--- config.mk ---
export PLATFORM = sky130hd
export DESIGN_NAME = alu_seq
export DESIGN_NICKNAME = d
export VERILOG_FILES = /design/src/rtl/alu_seq.sv
export SDC_FILE = /design/constraint.sdc
export NUM_CORES = 1
export LEC_CHECK = 0
export CAP_MARGIN = 25
export CORE_MARGIN = 1
export CORE_UTILIZATION = 40
export DETAILED_ROUTE_END_ITERATION = 10
export GPL_ROUTABILITY_DRIVEN = 0
export PLACE_DENSITY = 0.55
export SLEW_MARGIN = 20
export SYNTH_ARGS = -nofsm -noshare
export SYNTH_HDL_FRONTEND = slang
export SYNTH_SLANG_ARGS = --single-unit
--- constraint.sdc ---
create_clock -name clock -period 7.49 [get_ports clock]
set_input_delay 1.1235 -clock clock [delete_from_list [all_inputs] [get_ports clock]]
set_output_delay 1.1235 -clock clock [all_outputs]
set_load 0.1 [all_outputs]
--- src/rtl/alu_seq.sv ---
// rtl/alu_seq.sv - sequencing ALU stage: single-cycle ops plus iterative shift-add multiply
module alu_seq #(
    parameter int WIDTH = 8
) (
    input  logic             clock,
    input  logic             reset,
    input  logic             start,
    input  logic [2:0]       opcode,
    input  logic [WIDTH-1:0] acc_in,
    input  logic [WIDTH-1:0] data_in,
    output logic             busy,
    output logic             en_acc_in,
    output logic [WIDTH-1:0] alu_result,
    output logic             carry,
    output logic             zero
);

    localparam int CW = (WIDTH > 1) ? $clog2(WIDTH) : 1;

    localparam logic [2:0] OP_PASS = 3'b000;
    localparam logic [2:0] OP_ADD  = 3'b001;
    localparam logic [2:0] OP_SUB  = 3'b010;
    localparam logic [2:0] OP_AND  = 3'b011;
    localparam logic [2:0] OP_XOR  = 3'b100;
    localparam logic [2:0] OP_LDA  = 3'b101;
    localparam logic [2:0] OP_MUL  = 3'b110;
    localparam logic [2:0] OP_SHL  = 3'b111;

    typedef enum logic [1:0] {
        IDLE = 2'b00,
        MULT = 2'b01,
        DONE = 2'b10
    } state_t;

    state_t               state;
    state_t               next_state;
    logic [2*WIDTH-1:0]   mcand;
    logic [WIDTH-1:0]     mplier;
    logic [2*WIDTH-1:0]   product;
    logic [2*WIDTH-1:0]   product_next;
    logic [CW-1:0]        count;
    logic                 last_step;
    logic [WIDTH:0]       single_res;
    logic                 mul_carry;

    // Single-cycle result: MSB carries the carry/borrow flag.
    always_comb begin
        single_res = '0;
        case (opcode)
            OP_PASS: single_res = {1'b0, acc_in};
            OP_ADD:  single_res = {1'b0, acc_in} + {1'b0, data_in};
            OP_SUB:  single_res = {1'b0, acc_in} - {1'b0, data_in};
            OP_AND:  single_res = {1'b0, acc_in & data_in};
            OP_XOR:  single_res = {1'b0, acc_in ^ data_in};
            OP_LDA:  single_res = {1'b0, data_in};
            OP_SHL:  single_res = {acc_in, 1'b0};
            default: single_res = '0;
        endcase
    end

    // mcand is pre-shifted each step, so it always equals multiplicand << step index.
    always_comb begin
        product_next = product + (mplier[0] ? mcand : '0);
        mul_carry    = |product_next[2*WIDTH-1:WIDTH];
        last_step    = (count == CW'(WIDTH - 1));
    end

    always_ff @(posedge clock or posedge reset) begin
        if (reset) begin
            state <= IDLE;
        end else begin
            state <= next_state;
        end
    end

    always_comb begin
        next_state = state;
        busy       = (state != IDLE);
        en_acc_in  = (state == DONE);
        case (state)
            IDLE:    if (start) next_state = (opcode == OP_MUL) ? MULT : DONE;
            MULT:    if (last_step) next_state = DONE;
            DONE:    next_state = IDLE;
            default: next_state = IDLE;
        endcase
    end

    always_ff @(posedge clock or posedge reset) begin
        if (reset) begin
            alu_result <= '0;
            carry      <= 1'b0;
            zero       <= 1'b1;
            mcand      <= '0;
            mplier     <= '0;
            product    <= '0;
            count      <= '0;
        end else begin
            case (state)
                IDLE: begin
                    if (start) begin
                        if (opcode == OP_MUL) begin
                            mcand   <= {{WIDTH{1'b0}}, acc_in};
                            mplier  <= data_in;
                            product <= '0;
                            count   <= '0;
                        end else begin
                            alu_result <= single_res[WIDTH-1:0];
                            carry      <= single_res[WIDTH];
                            zero       <= (single_res[WIDTH-1:0] == '0);
                        end
                    end
                end
                MULT: begin
                    product <= product_next;
                    mcand   <= mcand << 1;
                    mplier  <= mplier >> 1;
                    count   <= count + CW'(1);
                    if (last_step) begin
                        alu_result <= product_next[WIDTH-1:0];
                        carry      <= mul_carry;
                        zero       <= (product_next[WIDTH-1:0] == '0);
                    end
                end
                default: ;
            endcase
        end
    end

endmodule

# Word-level counts from Yosys, hierarchy flattened
# Cells that the tools add are included.
# op_classes
shifts,0
n_mul,0
n_lt_le_gt_ge,0
muxes,30
n_div,0
bitwise_logic,2
n_addsub,4
n_reduce_logical,10
n_eq_ne,14
# op_table
operator,count
2-to-1 mux 16 bit,5
case mux 16 bit (2 select lines),2
case mux 9 bit (7 select lines),1
2-to-1 mux 8 bit,5
case mux 8 bit (2 select lines),2
adder 16 bit,1
logical NOT 8 bit,2
"equality test 3 bit, second input constant",5
adder 8 x 8 -> 9 bit,1
subtractor 8 x 8 -> 9 bit,1
bitwise AND 8 bit,1
"!= test 2 bit, second input constant",4
OR reduction 8 bit,1
XOR 8 bit,1
"equality test 3 x 2 -> 1 bit, second input constant",2
2-to-1 mux 1 bit,6
2-to-1 mux 2 bit,3
2-to-1 mux 3 bit,2
case mux 3 bit (2 select lines),1
case mux 1 bit (2 select lines),2
case mux 2 bit (2 select lines),1
AND reduction 4 bit,1
nonzero test 2 bit,2
"adder 3 x 1 -> 3 bit, second input constant",1
other kinds (7),7
# totals
output_inout_bits,12
latch_bits,0
romBits,0
mem_count,0
wordCells,68
ramBits,0
regBits,55
in_bits,22

# Logic depth before layout (Yosys ltp)
# Gate-level depths: netlist of run 1.
# depth
ltp_word,6
mapped_depth,15
ltp_nobuf,14

# Worst setup path after synthesis of run 1
# Ideal clock, no wire load.
# synth_timing
kind,input to register
from,input opcode[2]
to,register carry
setup_time_ns,0.134
slack_ns,3.551
cell_stages,15
n_path_buf,3
required_time_ns,7.356
t_arrival_ns,3.805
cell_sequence,clkbuf_1 buf_2 buf_2 nor2_1 nor2_1 xnor2_1 ha_1 nor2b_1 o21ai_0 a21boi_1 o21a_1 o41a_1 xor2_1 a211oi_1 o31ai_1
# synth_between
elab_chain_cells,5
word_cells_on_any_way,14
classes_between,eq/ne: 8; mux: 4; reduce/logical: 2
# synth_rtl
item,line_no,text
from (decl),8,"input logic [2:0] opcode,"
"equality test 3 bit, or another cell as far along",49,case (opcode)
case mux 9 bit (7 select lines),49,
2-to-1 mux 1 bit,101,if (opcode == OP_MUL) begin
2-to-1 mux 1 bit,100,if (start) begin
case mux 1 bit (2 select lines),98,case (state)
to (signal assigned),108,carry <= single_res[WIDTH];
to (signal assigned),120,carry <= mul_carry;
to (decl),14,"output logic carry,"
# Several ways; a longest one is shown, not always the timed one. The select of a mux whose other input is x is not followed.
# A chain may end at the register's enable or synchronous reset.

# Worst setup path after layout of run 1
# layout_timing
from,input opcode[2]
to,register zero
# layout_between
elab_chain_cells,6
word_cells_on_any_way,15
classes_between,eq/ne: 8; mux: 4; reduce/logical: 3
# layout_rtl
item,line_no,text
"equality test 3 bit, or another cell as far along",49,
case mux 9 bit (7 select lines),49,
logical NOT 8 bit,109,zero <= (single_res[WIDTH-1:0] == '0);
2-to-1 mux 1 bit,101,
2-to-1 mux 1 bit,100,
case mux 1 bit (2 select lines),98,
to (signal assigned),109,
to (signal assigned),121,zero <= (product_next[WIDTH-1:0] == '0);
to (decl),15,output logic zero
# Several ways; a longest one is shown, not always the timed one. The select of a mux whose other input is x is not followed.

==> flow_metrics.env, run 1 <==
export IMPL_die_h_um=104
export IMPL_ys_ff_latch=55
export IMPL_timing_final_crit_share_pct=62.6
export IMPL_layout_drive_gt1_share_pct=5.66
export IMPL_hold_path_class="reg -> reg"
export IMPL_yosys_warnings=0
export IMPL_drt_iter0_drc=204
export IMPL_grt_pass1_vias=3396
export IMPL_leakage_nw=2.18
export IMPL_core_area_um2=9910
export IMPL_num_antenna_cells=0
export IMPL_drv_cap=0
export IMPL_p_per_area_nw_per_um2=396
export IMPL_synth_top_area_share_pct=32.6
export IMPL_avgSynthCellArea_um2=8.45
export IMPL_postCtsSetupRepairBufs=0
export IMPL_fmax_mhz=213
export IMPL_die_area_um2=10800
export IMPL_grt_pass1_wl_um=17900
export IMPL_vias_per_cell=5.72
export IMPL_syn2layout_area_growth_pct=13.2
export IMPL_wire_per_inst_um=16.9
export IMPL_drtPass1Iterations=4
export IMPL_vias=3687
export IMPL_required_ps=7720
export IMPL_ctsLongestPathBuffers=2
export IMPL_finalSetupViolations=0
export IMPL_syn_num_nets=549
export IMPL_crit_fanout=25
export IMPL_grt_antenna_before_repair=0
export IMPL_cts_max_level=2
export IMPL_synth_edf_count=0
export IMPL_critPathLaunchType="input port"
export IMPL_slew_viol_final=0
export IMPL_setup_tns_ps=0
export IMPL_grt_use_total_pct=20.7
export IMPL_synth_cell_area_um2=4150
export IMPL_reg2reg_setup_slack_ps=3930
export IMPL_grt_max_degree=56
export IMPL_cts_tree="yes"
export IMPL_overflow=0
export IMPL_rsz0062_at_grt="no"
export IMPL_ir_drop_uv=181
export IMPL_period_needed_ps=4690
export IMPL_fillers=996
export IMPL_finClkSkew_ps=13.6
export IMPL_status="finished, final reports clean"
export IMPL_ys_async_sr_fraction_pct=100
export IMPL_tightest_slew_ps=1050
export IMPL_hold_slack_ps=474
export IMPL_io_pins=34
export IMPL_synth_top_area_cell="dfrtp_1"
export IMPL_clk_insertion_delay_late_ps=310
export IMPL_syn_inst=491
export IMPL_numCtsBuffers=5
export IMPL_cts_root_buf="clkbuf_8"
export IMPL_path_clk_slew_ps=100
export IMPL_synth_flop_cell="dfrtp_1"
export IMPL_die_x_um=104
export IMPL_post_dp_hpwl_um=8050
export IMPL_end_kind="flop"
export IMPL_synthTopCellsByArea="dfrtp_1, ha_1, nor2_1"
export IMPL_cts_sinks=55
export IMPL_fin_nets=569
export IMPL_crit_type="in -> reg"
export IMPL_cts_hold_buffers_added=0
export IMPL_relSlewSlack_pct=30.0
export IMPL_synth_common_cells="nor2_1, nand2_1, dfrtp_1"
export IMPL_yosysMostFrequentCell="nor2_1"
export IMPL_arrival_ps=4910
export IMPL_antenna_left=0
export IMPL_drc=0
export IMPL_cts_resized=0
export IMPL_finalHoldViolations=0
export IMPL_final_core_util_pct=47.4
export IMPL_place_port_buffers=33
export IMPL_wl_um=10900
export IMPL_rows=36
export IMPL_ys_types=58
export IMPL_initial_core_util_pct=41.9
export IMPL_ys_seq_area_share_pct=33.2
## cells by family (layout without fill, tap and decap cells)
family	count (synthesis)	count (layout)	share of synthesized area [%]
AND/OR/NAND/NOR	192	192	21.6
multiplexers	15	15	3.74
flip-flops	55	55	33.2
XOR/XNOR	21	21	4.61
buffers and inverters	39	60	3.65
AO/OA/AOI/OAI	133	133	22.0
adder cells (fa/ha/maj)	36	36	11.2
## layout by cell type, fill, tap and decap left out, types with 3 or more instances in the layout
cell type,netlist,final
a31oi_1,9,8
xor2_1,11,11
inv_1,15,14
a21oi_1,22,22
a31oi_2,2,3
a21o_1,11,11
o221ai_1,3,3
o21a_1,5,5
nand2_1,55,55
nor4_1,5,5
nand3_1,19,19
clkbuf_8,0,5
o22ai_1,19,19
mux2_2,4,4
nand2b_1,10,10
and3_1,5,5
nor3_1,5,5
or3_1,3,3
clkdlybuf4s50_1,0,33
o21ai_0,27,27
nor2b_1,5,5
nand4_1,3,3
nor2_1,60,60
dfrtp_1,54,54
and2_1,15,15
a22o_1,10,10
mux2i_1,11,11
o31ai_1,5,5
xnor2_1,9,9
ha_1,34,34
buf_4,0,4
## per-layer routing
layer	global-route usage, %	vias up	part of all wire [%]
li1	-	1809	-
met5	0	-	0
met2	30.5	76	43
met4	4.18	0	0.49
met1	31.8	1798	51
met3	3.13	4	5.3
## final cells by class
type	instances	area (um^2)	share of cell area, %
multi-input cells	397	2630	55.9
flip-flops and latches	55	1380	29.3
repair buffers	37	360	7.67
well taps	133	166	3.54
clock buffers	6	72.6	1.54
inverters	15	56.3	1.20
clock inverters	2	37.5	0.799
## worst paths after layout
check	cells after the start	to	start
setup / recovery	14	zero	opcode[2]
hold reg to reg	2	alu_result[3]	alu_result[3]
max in group asynchronous	3	mcand[2]	reset
hold / removal	2	alu_result[3]	alu_result[3]
setup reg to reg	10	carry	mplier[0]
min in group asynchronous	3	product[14]	reset
## through the flow
stage,total power (W),instance area [um^2],setup slack [ps],instances
floorplan,0.00140,4150,3550,491
CTS,0.00187,4700,2850,645
finish,0.00186,4700,2800,645
global route,0.00202,4700,2420,645
global placement,0.00165,4590,2610,637
detailed placement,0.00166,4590,2530,637
## critical path: stages
cell	delay, ps
clkdlybuf4s50_1	950
nor2b_1	500
nand2b_1	180
o21ai_0	340
inv_1	90
ha_1	270
nor2b_1	130
o21ai_0	140
nand2b_1	100
a21oi_1	240
o21ai_1	120
mux2i_1	140
or3_1	350
o31ai_1	230
## registers in the layout, summed over array words and instances, names as in the netlist
| register | count |
|---|---|
| zero | 1 |
| mplier | 8 |
| product | 16 |
| carry | 1 |
| mcand | 16 |
| alu_result | 8 |
| state | 2 |
| count | 3 |
## where the power goes
part / switching [W] / internal (W) / leakage (nW)
logic: 0.000730 / 0.000418 / 1.46
registers: 0.0000903 / 0.000423 / 0.678
clock network: 0.000100 / 0.000100 / 0.0514
total: 0.000920 / 0.000941 / 2.18
No activity file was read; power rests on OpenSTA's default activity.
==> run 2: changes to the inputs <==
clock period = 4.75 ns   (was 7.49 ns; I/O delays follow)
==> run 2 against run 1 <==
Cell count grew 0.47%. Critical path depth fell by 1. Routed wire length up 1.2%. Clock skew decreased by 0.99 ps. Global-route usage up 0.58 points. Critical path type unchanged. Largest cell class unchanged.
==> flow_metrics.env, run 2 (synthesis gave the netlist of run 1 again) <==
export IMPL_status="finished, final reports clean"
export IMPL_crit_fanout=15
export IMPL_final_core_util_pct=47.4
export IMPL_power_total_w=0.00290
export IMPL_overflow=0
export IMPL_crit_type="in -> reg"
export IMPL_path_clk_slew_ps=110
export IMPL_ir_drop_uv=251
export IMPL_relSlewSlack_pct=34.7
export IMPL_critPathLaunchType="input port"
export IMPL_reg2regPathDepth=10
export IMPL_most_common_layout_cells="nor2_1, nand2_1, dfrtp_1"
export IMPL_required_ps=4930
export IMPL_cts_resized=0
export IMPL_postCtsSetupRepairBufs=0
export IMPL_io_pins=34
export IMPL_core_area_um2=9910
export IMPL_layout_drive_gt1_share_pct=6.21
export IMPL_place_port_buffers=33
export IMPL_wire_per_inst_um=17.0
export IMPL_drc=0
export IMPL_wl_um=11000
export IMPL_finClkSkew_ps=12.6
export IMPL_rows=36
export IMPL_die_area_um2=10800
export IMPL_cts_max_level=2
export IMPL_place_area_um2=4600
export IMPL_die_h_um=104
export IMPL_syn2layout_area_growth_pct=13.3
export IMPL_fin_nets=572
export IMPL_worstHoldStart="alu_result[3]"
export IMPL_period_needed_ps=3960
export IMPL_reg_top3="mcand (16), product (16)"
export IMPL_min_to="alu_result[3]"
export IMPL_slew_viol_final=0
export IMPL_final_common_cell="nor2_1"
export IMPL_p_per_area_nw_per_um2=617
export IMPL_die_x_um=104
export IMPL_arrival_ps=4150
export IMPL_cts_sinks=55
export IMPL_tightest_slew_ps=976
export IMPL_rsz0062_at_grt="no"
export IMPL_grt_pass1_vias=3500
export IMPL_hold_path_depth=2
export IMPL_grt_antenna_before_repair=0
export IMPL_hold_path_class="reg -> reg"
export IMPL_cts_tree="yes"
export IMPL_cts_hold_buffers_added=0
export IMPL_seq_area_um2=1380
export IMPL_drv_cap=0
export IMPL_fmax_mhz=252
export IMPL_antenna_left=0
export IMPL_grt_use_total_pct=21.3
export IMPL_vias_per_cell=5.66
export IMPL_clk_insertion_delay_late_ps=310
export IMPL_grt_pass1_wl_um=18400
export IMPL_initial_core_util_pct=41.9
export IMPL_reg2reg_setup_slack_ps=1270
export IMPL_drtPass1Iterations=5
export IMPL_cts_root_buf="clkbuf_8"
export IMPL_numCtsBuffers=5
export IMPL_multi_input_area_um2=2620
export IMPL_r2r_start="mplier[0]"
export IMPL_fin_area_um2=4700
export IMPL_post_dp_hpwl_um=8150
export IMPL_ctsLongestPathBuffers=2
export IMPL_finalSetupViolations=0
export IMPL_grt_max_degree=33
export IMPL_end_kind="flop"
export IMPL_worstReg2RegEnd="carry"
export IMPL_vias=3670
export IMPL_finalHoldViolations=0
export IMPL_fillers=977
export IMPL_timing_final_crit_share_pct=83.4
export IMPL_setup_tns_ps=0
export IMPL_leakage_nw=2.19
export IMPL_num_antenna_cells=0
export IMPL_drt_iter0_drc=253
==> run 2: critical path: stages <==
cell and delay [ps]:
clkdlybuf4s50_1 770, nor2b_1 350, nand2b_1 180, o21ai_0 330, fa_1 280, nor2b_1 60, o21ai_0 200, a21boi_1 120
o21a_1 200, o41a_1 350, xor2_1 180, a211oi_1 300, o31ai_1 110
==> run 2: report_power, final <==
group / switching, W / internal, W / leakage [nW] / total, W
combinational: 0.00115 / 0.000662 / 1.47 / 0.00181
clock: 0.000172 / 0.000109 / 0.0463 / 0.000281
sequential: 0.000145 / 0.000667 / 0.678 / 0.000812
total: 0.00146 / 0.00144 / 2.19 / 0.00290
==> run 2: metal layers <==
metal	up-vias	share of wire [%]	track usage [%]
met5	-	0	0
met4	0	1.3	4.29
met3	11	4.8	3.13
met2	102	43	31.7
met1	1749	51	32.6
li1	1808	-	-
==> run 2: layout make-up <==
class / count / area share, %
inverter: 15 / 1.20
clock inverter: 3 / 0.586
timing repair buffer: 40 / 8.14
sequential: 55 / 29.3
tap: 133 / 3.54
multi-input combinational: 397 / 55.8
clock buffer: 5 / 1.46
==> run 2: per-stage QoR <==
stage / instances / worst slack [ps] / hold WS, ps
2_1_floorplan: 491 / 1220 / 453
3_3_place_gp: 640 / 593 / 454
3_5_place_dp: 640 / 521 / 456
4_1_cts: 648 / 861 / 482
5_1_grt: 648 / 566 / 508
6_report: 648 / 787 / 473
==> run 2: worst max-delay path by stage <==
| stage | start | endpoint | slack, ps | depth (start not counted) |
|---|---|---|---|---|
| finish | opcode[1] | carry | 790 | 13 |
| global route | opcode[1] | carry | 570 | 13 |
| CTS | opcode[1] | carry | 860 | 13 |
| detailed placement | opcode[1] | carry | 520 | 13 |
| global placement | opcode[1] | zero | 590 | 14 |
| floorplan | opcode[2] | carry | 1220 | 15 |
